## src/rtl/seq_gen_pkg.sv

```systemverilog
// Shared types and helpers for the programmable sequence generator.
// Holds the FSM state encoding, the run-mode codes and the length-legality check.
// No ports; imported by seq_gen_cfg and seq_gen_prog.
package seq_gen_pkg;

    typedef enum logic {
        ST_IDLE = 1'b0,
        ST_RUN  = 1'b1
    } state_t;

    localparam logic MODE_CONT    = 1'b0;
    localparam logic MODE_ONESHOT = 1'b1;

    // A pattern length is usable when it is 1..max inclusive.
    function automatic logic len_ok(input int unsigned len, input int unsigned max);
        return (len != 0) && (len <= max);
    endfunction

endpackage

```

## src/rtl/seq_gen_cfg.sv

```systemverilog
// Config store for seq_gen_prog: pattern/length/mode registers, legality check and accept/reject.
// Ports: clk/rst; idle (from FSM); cfg_valid/cfg_ready handshake with cfg_seq/cfg_len/cfg_mode;
//        cfg_err (registered reject pulse), cfg_reject (same-cycle reject), seq/len/mode (effective config).
module seq_gen_cfg
    import seq_gen_pkg::*;
#(
    parameter int                 MAX_LEN     = 16,
    parameter logic [MAX_LEN-1:0] DEFAULT_SEQ = MAX_LEN'(16'h0027),
    parameter int                 DEFAULT_LEN = 6,
    localparam int                LEN_W       = $clog2(MAX_LEN + 1)
) (
    input  logic               clk,
    input  logic               rst,
    input  logic               idle,
    input  logic               cfg_valid,
    output logic               cfg_ready,
    input  logic [MAX_LEN-1:0] cfg_seq,
    input  logic [LEN_W-1:0]   cfg_len,
    input  logic               cfg_mode,
    output logic               cfg_err,
    output logic               cfg_reject,
    output logic [MAX_LEN-1:0] seq,
    output logic [LEN_W-1:0]   len,
    output logic               mode
);

    logic [MAX_LEN-1:0] seq_r;
    logic [LEN_W-1:0]   len_r;
    logic               mode_r;
    logic               take;
    logic               legal;

    assign cfg_ready  = idle;
    assign take       = cfg_valid & idle;
    assign legal      = len_ok(32'(cfg_len), 32'(MAX_LEN));
    assign cfg_reject = take & ~legal;

    // A legal request in the same cycle as start must drive that run, so the
    // incoming config bypasses the registers while it is being accepted.
    assign seq  = (take & legal) ? cfg_seq  : seq_r;
    assign len  = (take & legal) ? cfg_len  : len_r;
    assign mode = (take & legal) ? cfg_mode : mode_r;

    always_ff @(posedge clk) begin
        if (!rst) begin
            seq_r   <= DEFAULT_SEQ;
            len_r   <= LEN_W'(DEFAULT_LEN);
            mode_r  <= MODE_CONT;
            cfg_err <= 1'b0;
        end else begin
            cfg_err <= take & ~legal;
            if (take & legal) begin
                seq_r  <= cfg_seq;
                len_r  <= cfg_len;
                mode_r <= cfg_mode;
            end
        end
    end

endmodule

```

## src/rtl/seq_gen_prog.sv

```systemverilog
// Programmable serial sequence generator: emits a loaded 1..MAX_LEN-bit pattern MSB first, cyclic or one-shot.
// Ports: clk/rst; cfg_valid/cfg_ready + cfg_seq/cfg_len/cfg_mode; start/stop/en controls;
//        q/q_valid/idx/busy registered, done/cfg_ready combinational, cfg_err one-cycle reject pulse.
module seq_gen_prog
    import seq_gen_pkg::*;
#(
    parameter int                 MAX_LEN     = 16,
    parameter logic [MAX_LEN-1:0] DEFAULT_SEQ = MAX_LEN'(16'h0027),
    parameter int                 DEFAULT_LEN = 6,
    localparam int                LEN_W       = $clog2(MAX_LEN + 1)
) (
    input  logic               clk,
    input  logic               rst,
    input  logic               cfg_valid,
    output logic               cfg_ready,
    input  logic [MAX_LEN-1:0] cfg_seq,
    input  logic [LEN_W-1:0]   cfg_len,
    input  logic               cfg_mode,
    input  logic               start,
    input  logic               stop,
    input  logic               en,
    output logic               q,
    output logic               q_valid,
    output logic [LEN_W-1:0]   idx,
    output logic               busy,
    output logic               done,
    output logic               cfg_err
);

    state_t             state;
    logic [MAX_LEN-1:0] seq;
    logic [LEN_W-1:0]   len;
    logic               mode;
    logic               cfg_reject;
    logic               idle;
    logic               last;
    logic               launch;
    logic [LEN_W-1:0]   first_sel;
    logic [LEN_W-1:0]   next_sel;
    logic [MAX_LEN-1:0] first_sh;
    logic [MAX_LEN-1:0] next_sh;
    logic               first_bit;
    logic               next_bit;

    seq_gen_cfg #(
        .MAX_LEN     (MAX_LEN),
        .DEFAULT_SEQ (DEFAULT_SEQ),
        .DEFAULT_LEN (DEFAULT_LEN)
    ) u_cfg (
        .clk        (clk),
        .rst        (rst),
        .idle       (idle),
        .cfg_valid  (cfg_valid),
        .cfg_ready  (cfg_ready),
        .cfg_seq    (cfg_seq),
        .cfg_len    (cfg_len),
        .cfg_mode   (cfg_mode),
        .cfg_err    (cfg_err),
        .cfg_reject (cfg_reject),
        .seq        (seq),
        .len        (len),
        .mode       (mode)
    );

    assign idle   = (state == ST_IDLE);
    assign last   = (idx == len - LEN_W'(1));
    // A start arriving with a rejected config is dropped.
    assign launch = start & ~cfg_reject;
    assign done   = busy & en & last & ~stop;

    // Bit selection by shifting rather than indexing keeps every select in range;
    // next_sel wraps when idx is the last position but is unused in that case.
    assign first_sel = len - LEN_W'(1);
    assign next_sel  = len - LEN_W'(2) - idx;
    assign first_sh  = seq >> first_sel;
    assign next_sh   = seq >> next_sel;
    assign first_bit = first_sh[0];
    assign next_bit  = next_sh[0];

    always_ff @(posedge clk) begin
        if (!rst) begin
            state   <= ST_IDLE;
            q       <= 1'b0;
            q_valid <= 1'b0;
            idx     <= '0;
            busy    <= 1'b0;
        end else begin
            case (state)
                ST_IDLE: begin
                    if (launch) begin
                        state   <= ST_RUN;
                        q       <= first_bit;
                        q_valid <= 1'b1;
                        idx     <= '0;
                        busy    <= 1'b1;
                    end
                end
                ST_RUN: begin
                    if (stop) begin
                        state   <= ST_IDLE;
                        q       <= 1'b0;
                        q_valid <= 1'b0;
                        idx     <= '0;
                        busy    <= 1'b0;
                    end else if (en) begin
                        if (last) begin
                            if (mode == MODE_ONESHOT) begin
                                state   <= ST_IDLE;
                                q       <= 1'b0;
                                q_valid <= 1'b0;
                                idx     <= '0;
                                busy    <= 1'b0;
                            end else begin
                                q   <= first_bit;
                                idx <= '0;
                            end
                        end else begin
                            q   <= next_bit;
                            idx <= idx + LEN_W'(1);
                        end
                    end
                end
                default: begin
                    state   <= ST_IDLE;
                    q       <= 1'b0;
                    q_valid <= 1'b0;
                    idx     <= '0;
                    busy    <= 1'b0;
                end
            endcase
        end
    end

endmodule

```

## config.mk

```make
export PLATFORM = sky130hd
export DESIGN_NAME = seq_gen_prog
export DESIGN_NICKNAME = d
export VERILOG_FILES = /design/src/rtl/seq_gen_pkg.sv /design/src/rtl/seq_gen_cfg.sv /design/src/rtl/seq_gen_prog.sv
export SDC_FILE = /design/constraint.sdc
export NUM_CORES = 1
export LEC_CHECK = 0
export ABC_CLOCK_PERIOD_IN_PS = 10300
export CORE_MARGIN = 2
export CORE_UTILIZATION = 58
export DETAILED_ROUTE_END_ITERATION = 10
export PLACE_DENSITY_LB_ADDON = 0.2
export SLEW_MARGIN = 30
export SYNTH_ARGS = -nofsm -noshare
export SYNTH_HDL_FRONTEND = slang
export SYNTH_HIERARCHICAL = 1
export SYNTH_SLANG_ARGS = --single-unit
```

## constraint.sdc

```tcl
create_clock -name clk -period 10.3 [get_ports clk]
set_input_delay 1.545 -clock clk [delete_from_list [all_inputs] [get_ports clk]]
set_output_delay 1.545 -clock clk [all_outputs]
set_load 0.02 [all_outputs]
```

### Word-level counts from Yosys, hierarchy flattened

Cells that the tools add are included.

* $add $sub $neg: 4
* order comparisons: 1
* eq/ne operators: 5
* shift-type cells: 2
* muxes and demuxes: 26
* bitwise operators: 11
* reductions and logical operators: 4

Operator list (number)
* >> shifter 16 x 5 -> 1 bit: 2
* 2-to-1 mux 5 bit: 5
* 2-to-1 mux 1 bit: 16
* 2-to-1 mux 16 bit: 1
* one-hot mux 5 bit (2 select lines): 1
* bitwise AND 1 bit: 7
* inequality test 3 x 2 -> 1 bit, second input constant: 2
* one-hot mux 1 bit (2 select lines): 3
* adder 5 x 1 -> 5 bit, second input constant: 1
* equality test 5 bit: 1
* less-or-equal comparator 5 bit, second input constant: 1
* nonzero test 5 bit: 1
* subtractor 5 x 1 -> 5 bit, second input constant: 1
* subtractor 5 x 2 -> 5 bit, second input constant: 1
* subtractor 5 bit: 1
* NOT 1 bit: 4
* AND reduction 4 bit: 1
* inequality test 3 bit, second input constant: 1
* inequality test 2 bit, second input constant: 1
* AND reduction 2 bit: 1
* logical AND 1 bit: 1

* bits in registers: 31

### Longest topological paths before layout

Gate-level depths: netlist of run 1.

* depth after elaboration: 11
* mapped depth: 16
* mapped depth without buffers: 14

### Cells and area by module

Netlist of run 1, hierarchy kept.

Modules (own cells, without submodules)
* seq_gen_cfg: instances 1, cells an instance 132, area an instance 1287.5 um2, sequential area each 460.4 um2
* seq_gen_prog: instances 1, cells an instance 113, area an instance 1053.5 um2, sequential area each 160.2 um2

### Worst setup path before layout of run 1

No wires, ideal clock.

* path type: input port to output port
* from: input port cfg_len[3]
* to: output port done
* arrival time: 4263 ps
* required time: 8755 ps
* path slack: 4492 ps
* stages: 11
* cell sequence: nor4_4 > mux2i_1 > buf_6 > mux2_4 > buf_6 > inv_1 > ha_1 > xnor2_1 > a211oi_1 > o311a_1 > and4b_1

* longest elaborated chain between the ends: 8
* elaborated cells on any way between the ends: 9

RTL lines
* start, declared: line seq_gen_prog.sv:17 `input logic [LEN_W-1:0] cfg_len,`
* less-or-equal comparator 5 bit / nonzero test 5 bit (equally long branches): line seq_gen_pkg.sv:16 `return (len != 0) && (len <= max);`
* logical AND 1 bit *: line seq_gen_pkg.sv:16
* bitwise AND 1 bit *: line seq_gen_cfg.sv:41 `assign len = (take & legal) ? cfg_len : len_r;`
* 2-to-1 mux 5 bit *
* net len[0]: line seq_gen_prog.sv:32 `logic [LEN_W-1:0] len;`
* subtractor 5 x 1 -> 5 bit *: line seq_gen_prog.sv:66 `assign last = (idx == len - LEN_W'(1));`
* equality test 5 bit *: line seq_gen_prog.sv:66
* bitwise AND 1 bit * (2 in a row): line seq_gen_prog.sv:69 `assign done = busy & en & last & ~stop;`
* end, declared: line seq_gen_prog.sv:26 `output logic done,`

The timed path passes the listed nets; every way through them passes the cells marked *.

### Worst setup path in the final report of run 1

Ends and elaborated chain as after synthesis.

==> results of run 1 <==
sequential cells by signal (all words and copies together) (netlist names):
name,flops
u_cfg/seq_r,16
state,1
q,1
u_cfg/cfg_err,1
idx,5
u_cfg/len_r,5
busy,1
u_cfg/mode_r,1
worst max-delay path: cells and delay by family:
family	cells	cell delay, ns
AO/OA/AOI/OAI	1	0.27
XOR/XNOR	1	0.16
buffers and inverters	3	1.64
multiplexers	2	0.75
AND/OR/NAND/NOR	3	1.00
metrics by stage:
step                      total power [mW]  cells
after floorplan                      0.212    245
after global placement               0.238    321
after detailed placement             0.240    321
after CTS                            0.347    329
after global routing                 0.362    329
final                                0.345    329
Yosys cell counts (all sizes together), types with 3 or more instances:
library cell	number	area (µm²)
buf	9	71.3
nor3b	3	22.5
xor2	7	61.3
xnor2	6	52.6
mux2	21	304
nor2	17	63.8
nand2	37	139
mux2i	31	310
inv	15	56.3
dfxtp	31	621
a21boi	3	22.5
nand3	3	15.0
nor3	3	31.3
a21oi	3	15.0
o211ai	3	27.5
ha	9	113
nand3b	4	30.0
o21ai	6	30.0
mux4	6	135
clkbuf	5	18.8
logic make-up (layout without fill, tap and decap cells):
| kind of cell | count (synthesis) | count (layout) | synth area share, % |
|---|---|---|---|
| AND/OR/NAND/NOR | 78 | 78 | 16.9 |
| multiplexers | 58 | 58 | 32.0 |
| flip-flops | 31 | 31 | 26.5 |
| buffers and inverters | 29 | 63 | 6.25 |
| AO/OA/AOI/OAI | 26 | 26 | 7.80 |
| XOR/XNOR | 13 | 13 | 4.86 |
| adder cells (fa/ha/maj) | 10 | 10 | 5.67 |
final cells by class:
cell class / count / area (µm²) / area share, %
Tap cell: 50 / 62.6 / 2.22
Inverter: 15 / 56.3 / 2.00
Sequential cell: 31 / 621 / 22.0
Timing Repair Buffer: 40 / 395 / 14.0
Multi-Input combinational cell: 185 / 1590 / 56.2
Clock buffer: 8 / 100 / 3.55
routing by layer:
layer	vias to the layer above	GRT usage (%)	part of all wire [%]
met5	-	0	0
met4	0	9.44	1.2
met3	6	4.17	3.0
met2	31	37.4	48
met1	867	30.3	48
li1	927	-	-
how the worst max path moves through the flow:
stage                          start    to  slack, ns  cells after the start
final                     cfg_len[3]  done       3.39                     10
after global routing      cfg_len[3]  done       3.08                     10
after detailed placement  cfg_len[3]  done       3.41                     10
after floorplan           cfg_len[3]  done       4.49                     11
after global placement    cfg_len[3]  done       3.47                     10
after CTS                 cfg_len[3]  done       3.38                     10
where the power goes:
part,internal (mW),switching (mW)
Clock,0.0610,0.0456
Sequential,0.126,0.00363
Combinational,0.0576,0.0505
Total,0.245,0.0998
==> metrics.txt, run 1 <==
Power per Cell Area=122 mW/mm²; syn_nets=283; EDFF count, synth=0; most common cell after layout, fill and taps aside=clkdlybuf4s50_1; Core ar.=0.00394 mm²; Slew Limit Fails=0; final period utilization=67.1%; HP Class=reg -> reg; Slew @ Worst Pin=0.635 ns; RSZ-0062 raised after global routing=false; DR pass1 iterations=4; CP max FO=40; r2r setup slk=6.26 ns; Filler Cells Inserted=299; Rows=23; total clock sinks=31; LEAKAGE=1.14 nW; clock buffer depth=2; Die Wd=67.5 µm; crit path time final=6.91 ns; overall global routing resource usage=23.1%; total vias in the final route=1831; Slowest-stage cell, CP=clkdlybuf4s50_1; reg2reg start=state; main flop type after synthesis=dfxtp_1; Post-Route Utilization=71.6%; crit end category=primary output; critical path's most frequent cell=clkdlybuf4s50_1; Critical Path RT=8.76 ns; synth warn=6; critical-path cell list=clkdlybuf4s50_1 > nor4_4 > mux2i_4 > buf_4 > mux2_4 > nor3_4 > xnor2_1 > o311a_1 > and4b_1 > clkdlybuf4s50_1; Max transition margin=57.6%; Initial Util=59.4%; mean post-synth cell area=9.56 µm²; MaxCap Viol Count=0; WHS Path Cells=2; Fin Setup TNS=0 ns; final hold violation count=0; routed wire length per instance=14.2 µm; r2r worst-path depth=14; setup bufs post-CTS=0; CTS Buf Count=5; antenna viol nets, final=0; Die ar.=0.00456 mm²; vias in the first global route=1726; Final GP Congestion=0.826; Hold Path Sink=u_cfg/seq_r[12]; Syn-to-layout area delta=20.5%; Routed WL=4680 µm; CP peak stage delay=0.60 ns; Seq/Total Area, Yosys=26.5%; Netlist Area Pre-Place=0.00234 mm²; H-tree Lvls=2; Distinct cells, synth=44; final setup fails=0; io pins=39; Root Driver=clkbuf_8; reg-to-reg endpoint=q; Post-Synthesis Cells=245; crit path kind=in -> out; HP Start=u_cfg/seq_r[12]; Async S/R FF share, synth=0%; # hold bufs at CTS=0; Die H=67.5 µm; PostCTS Resize Cnt=0; first-pass GRT wire length=7870 µm; Clk Latency, worst-skew pair=0.28 ns; HPWL Detailed=3470 µm; initial antenna violation count=0; #FFs+latches synth=31; max frequency=145 MHz; worst hold slack=0.460 ns; CTS tree=built; Max IR drop VDD=86.0 µV; share of cells above drive strength 1=15.1%; Placement Setup Slack=3.41 ns; clk_skew=0.00211 ns; grt total ovfl=0; Setup WS post-layout=3.39 ns; largest net degree at the start of global routing=42; Port Buf Inserts=38; most frequent cells in the layout=clkdlybuf4s50_1 (38), nand2_1 (37), dfxtp_1 (31); startpoint type of the worst setup path=primary input; # DRC=0; status=complete, no violations; Nets=316; ANT cells=0; DR iter-0 viols=95; Clock transition at path regs=0.07 ns; Area after DPL=0.00272 mm²; Final Cell Area=0.00282 mm²; worst path arrival time=5.37 ns; vias per inst=5.57
(Power assumes the default switching activity.)
==> inputs of run 2 (changes only) <==
--- a/config.mk
+++ b/config.mk
@@ -5,9 +5,9 @@
 export SDC_FILE = /design/constraint.sdc
 export NUM_CORES = 1
 export LEC_CHECK = 0
-export ABC_CLOCK_PERIOD_IN_PS = 10300
+export ABC_CLOCK_PERIOD_IN_PS = 5660
 export CORE_MARGIN = 2
-export CORE_UTILIZATION = 58
+export CORE_UTILIZATION = 48
 export DETAILED_ROUTE_END_ITERATION = 10
 export PLACE_DENSITY_LB_ADDON = 0.2
 export SLEW_MARGIN = 30
==> constraint.sdc (replaced) <==
create_clock -name clk -period 5.66 [get_ports clk]
set_input_delay 0.849 -clock clk [delete_from_list [all_inputs] [get_ports clk]]
set_output_delay 0.849 -clock clk [all_outputs]
set_load 0.02 [all_outputs]
==> run 2 against run 1 <==
Against the previous run: register-to-register slack lost 4.3 ns; critical path depth is 1 higher; sequential share of layout area about the same; core utilization down 12 points; clock power increased by 59%; hold slack worse by 0.00091 ns; die area rose by 20%; clock-buffer cell count shrank 2; routed wire length down 2.7%; via count fell by 2.2%.
==> metrics.txt, run 2 (synthesis results as in run 1) <==
largest net degree at the start of global routing=42 (unchanged); CTS Buf Count=5 (unchanged); Max transition margin=60.7% (+3.1 points); Initial Util=49.6% (-9.8 points); clk_skew=0.00335 ns (+0.00124 ns); Final GP Congestion=0.858 (+3.8%); Syn-to-layout area delta=20.8%; RSZ-0062 raised after global routing=false; FF/Latch Area=621 µm² (unchanged); worst path arrival time=4.48 ns (-0.89 ns); Root Driver=clkbuf_8; Area after DPL=0.00274 mm² (+0.78%); Nets=316 (unchanged); max frequency=188 MHz; DR pass1 iterations=4 (unchanged); CP max FO=10 (-75%); overall global routing resource usage=18.3% (-4.8 points); crit end category=primary output; # hold bufs at CTS=0 (unchanged); Routed WL=4560 µm (-2.7%); Fin Setup TNS=0 ns (unchanged); setup bufs post-CTS=0 (unchanged); final setup fails=0 (unchanged); Final Cell Area=0.00283 mm² (+0.22%); crit path kind=in -> out; HP Class=reg -> reg; Core ar.=0.00472 mm² (+20%); antenna viol nets, final=0 (unchanged); final hold violation count=0 (unchanged); ANT cells=0 (unchanged); worst hold slack=0.459 ns (-0.000914 ns); Critical Path RT=4.81 ns (-3.95 ns); LEAKAGE=1.13 nW (-0.91%); Die ar.=0.00545 mm² (+20%); Die H=73.8 µm (+9.3%); Clk Latency, worst-skew pair=0.28 ns (about the same); final period utilization=94.2%; WHS Path Cells=2 (unchanged); Power per Cell Area=213 mW/mm² (+74%); total clock sinks=31 (unchanged); share of cells above drive strength 1=15.1% (unchanged); Top reg by flops=u_cfg/seq_r; first-pass GRT wire length=7670 µm (-2.5%); HPWL Detailed=3440 µm (-0.76%); crit path time final=5.33 ns; status=complete, no violations; startpoint type of the worst setup path=primary input; PostCTS Resize Cnt=0 (unchanged); vias in the first global route=1653 (-4.2%); io pins=39 (unchanged); r2r worst-path depth=14 (unchanged); Max IR drop VDD=130 µV (+51%); Clock transition at path regs=0.07 ns (about the same); max reg flops=16 (unchanged); routed wire length per instance=13.2 µm (-7.5%); clock buffer depth=2 (unchanged); grt total ovfl=0 (unchanged); vias per inst=5.18 (-7.0%); Largest regs=u_cfg/seq_r x16, idx x5, u_cfg/len_r x5; CTS tree=built; Port Buf Inserts=38 (unchanged); H-tree Lvls=2 (unchanged); # DRC=0 (unchanged); dpl cells=338 (+5.3%); total vias in the final route=1791 (-2.2%); Rows=25 (+8.7%); Die Wd=73.8 µm (+9.3%); most common cell after layout, fill and taps aside=clkdlybuf4s50_1; most frequent cells in the layout=clkdlybuf4s50_1 (38), nand2_1 (37), dfxtp_1 (31); Multi-input gate area=0.00159 mm² (unchanged); Slew @ Worst Pin=0.589 ns (-0.0460 ns); MaxCap Viol Count=0 (unchanged); initial antenna violation count=0 (unchanged); DR iter-0 viols=43 (-55%); Non-Filler Instances=346 (+5.2%); Slew Limit Fails=0 (unchanged); Filler Cells Inserted=417 (+39%)
-- run 2: changes by cell type in the layout (fill, tap and decap cells not counted) --
cell and delta:
clkinvlp_4 +1, clkinv_2 +1, clkbuf_8 -2
-- run 2: worst max-delay path, cell delays in order --
cell and delay, ns:
clkdlybuf4s50_1 0.48, nor4_4 0.47, mux2i_4 0.41, mux2_4 0.43
inv_1 0.11, ha_1 0.25, nand4bb_1 0.12, a211oi_1 0.28
o311a_1 0.29, and4b_1 0.21, clkdlybuf4s50_1 0.60
-- run 2: metal layers --
layer	vias up	global-route usage [%]	part of all wire, %	routed length (µm)
met2	26	28.0	46	2080
met5	-	0	0	0
met3	8	3.29	2.9	131
li1	929	-	-	-
met1	828	25.0	50	2270
met4	0	8.69	1.7	78
-- run 2: path summary, 6_finish.rpt --
kind / start / to / slack (ns)
worst min-delay path: u_cfg/mode_r / u_cfg/mode_r / 0.46
worst min register to register: u_cfg/mode_r / u_cfg/mode_r / 0.46
worst max-delay path: cfg_len[3] / done / 0.33
worst max register to register: state / q / 1.95
-- run 2: final cells by class --
class | instances | area share [%]
Clock buffer | 6 | 2.57
Clock inverter | 2 | 0.442
Inverter | 15 | 1.99
Multi-Input combinational cell | 185 | 56.1
Sequential cell | 31 | 21.9
Tap cell | 67 | 2.96
Timing Repair Buffer | 40 | 14.0
-- run 2: per-stage QoR --
stage          total power [mW]  utilization [%]  worst slack (ns)
2_1_floorplan             0.385                -              1.24
3_3_place_gp              0.434             58.1             0.387
3_5_place_dp              0.436             58.1             0.361
4_1_cts                   0.609             59.9             0.342
5_1_grt                   0.634             59.9             0.106
6_report                  0.602             59.9             0.329
-- run 2: where the power goes --
part	switching (mW)	internal, mW	total [mW]
clock	0.0847	0.0858	0.170
sequential	0.00649	0.230	0.236
combinational	0.0905	0.105	0.195
total	0.182	0.420	0.602
==> patch, RTL diff (config.mk and constraints of run 2) <==
`MAX_LEN` is set to 16 in 2 places; all go to 32.
--- a/src/rtl/seq_gen_cfg.sv
+++ b/src/rtl/seq_gen_cfg.sv
@@ -6,3 +6,3 @@
 #(
-    parameter int                 MAX_LEN     = 16,
+    parameter int                 MAX_LEN     = 32,
     parameter logic [MAX_LEN-1:0] DEFAULT_SEQ = MAX_LEN'(16'h0027),
--- a/src/rtl/seq_gen_prog.sv
+++ b/src/rtl/seq_gen_prog.sv
@@ -6,3 +6,3 @@
 #(
-    parameter int                 MAX_LEN     = 16,
+    parameter int                 MAX_LEN     = 32,
     parameter logic [MAX_LEN-1:0] DEFAULT_SEQ = MAX_LEN'(16'h0027),
Ports: changed (resized cfg_len, cfg_seq and idx); port bits go from 39 to 57. No check against the original RTL was run, so the function may have changed too.
==> patch against run 2 <==
Count of clock-buffer cells in the layout fell by 1; via count rose by 56%; design area increased by 51%; setup slack worse by 0.10 ns; area after synthesis increased by 51%; clock skew rose by 0.0043 ns; wire length increased by 67%; total power is 63% higher; sequential cell count up 18; highest routed layer unchanged.
==> patch: results (changes against run 2) <==
Drt
  – M1 wire length: 3661 um (+61%)
  – Met3 WL: 355 um (+170%)
  – DRT iter0 DRCs: 161 (+270%)
  – Met2 routed WL: 3487 um (+68%)
  – Vias: 2801 (+56%)
  – DR WL/cell: 14.70 um (+12%)

Power and ir drop
  – Leak Pwr: 1.665 nW (+48%)
  – Worst vdd ir: 0.1187 mV (-8.4%)

Global routing
  – Gr usage total: 0.1938 (+0.01033)
  – Vias in the first global route: 2688 (+63%)
  – First-pass GRT wire length: 12830 um (+67%)
  – Initial antenna violation count: 0 (unchanged)
  – Met2 usage: 0.3150 (+0.03526)
  – Met1 Track Usage GR: 0.2649 (+0.01514)
  – Met3 usage: 0.03772 (+0.004798)

Setup path
  – Kind of cell adding the most delay to the critical path: simple AND/OR/NAND/NOR gates
  – CP max stage cell: or4_4
  – Worst setup path startpoint: cfg_len[2]
  – Peak fanout along the critical path: 7 (-3)
  – R2R cell count: 13 (-1)

Clocking
  – Worst-skew pair later-pin latency: 0.31 ns (+0.03 ns)
  – CTS Root Cell: clkbuf_8
  – Clock-pin transition on the worst setup and hold timing paths: 0.09 ns (+0.02 ns)

Placement
  – Place WS: 0.07020 ns (-0.2909 ns)
  – Port Buffers: 56 (+47%)
  – Placer Congestion: 0.8816 (+2.8%)
  – DP HPWL: 5638 um (+64%)
  – Dpl cells: 510 (+51%)
  – Post-DP Area: 4168 um^2 (+52%)

Final layout
  – Area of the multi-input gates: 2387 um^2 (+50%)
  – Clock buffers: 5 (-1)
  – Clock-cell share: 0.02425 (-0.005841)
  – Inverters: 19 (+4)
  – Area Overhead vs Synth: 21.00%
  – Sequential portion of the cell area: 0.2290 (+0.009570)
  – Top Registers: u_cfg/seq_r (32), idx (6), u_cfg/len_r (6)
  – Comb_multi_in: 279 (+51%)
  – Non-clk buf share: 0.1437 (+0.003910)
  – Final Non-Filler Cells: 517 (+49%)
  – Non-clk bufs: 64 (+60%)
  – Fillers: 664 (+59%)
  – Share of cells above drive strength 1: 0.1172 (-0.03331)
  – Nets: 475 (+50%)

Hold path
  – Hold wc startpoint: u_cfg/seq_r[12]

Synth
  – Post-synthesis cell type count: 51 (+16%)
  – Mapped Cells: 370 (+51%)
  – Synth top area cells: dfxtp_1 28%, mux2_1 11%, mux4_2 11%, mux2i_1 11%, nand2_1 7.2%
  – Top post-synthesis cells by count: 68 x nand2_1, 49 x dfxtp_1, 38 x mux2i_1, 35 x mux2_1, 18 x inv_1
  – Flop and latch count out of synthesis: 49 (+58%)
  – Mapped Nets: 427 (+51%)

Timing
  – Relative slew slack: 0.3520 (-0.2551)
  – Clock Skew: 0.007673 ns (+0.004318 ns)

Floorplanning
  – Row cnt: 31 (+24%)

Outcome
  – Run status: finished clean
[patch: cell types whose count changed after synthesis, sizes merged, moves of 3 or more]
cell / delta
a21oi: +7
mux4: +11
mux2: +17
xnor2: +5
nor2b: +8
inv: +4
clkbuf: +5
mux2i: +7
and3: +3
nor2: -6
dfxtp: +18
nand2: +31
buf: +4
[patch: path summary, 6_finish.rpt]
check | endpoint | slack, ns
worst max register to register | q | 1.76
worst max-delay path | done | 0.23
worst min-delay path | u_cfg/seq_r[12] | 0.46
worst min register to register | u_cfg/seq_r[12] | 0.46
[patch: cell families after synthesis]
group                      after synthesis  synth area share
xor gates and xnor gates                20           0.05479
DFF                                     49            0.2771
and+or+nand+nor                        119            0.1637
buffers and inverters                   42           0.05337
adders and majority gates               12           0.04454
AOI/OAI and AO/OA                       35           0.06999
muxes                                   93            0.3365
[patch: power by group]
| group | switching (mW) | internal [mW] |
|---|---|---|
| clock | 0.120 | 0.129 |
| sequential | 0.0113 | 0.364 |
| combinational | 0.169 | 0.187 |
| total | 0.300 | 0.680 |
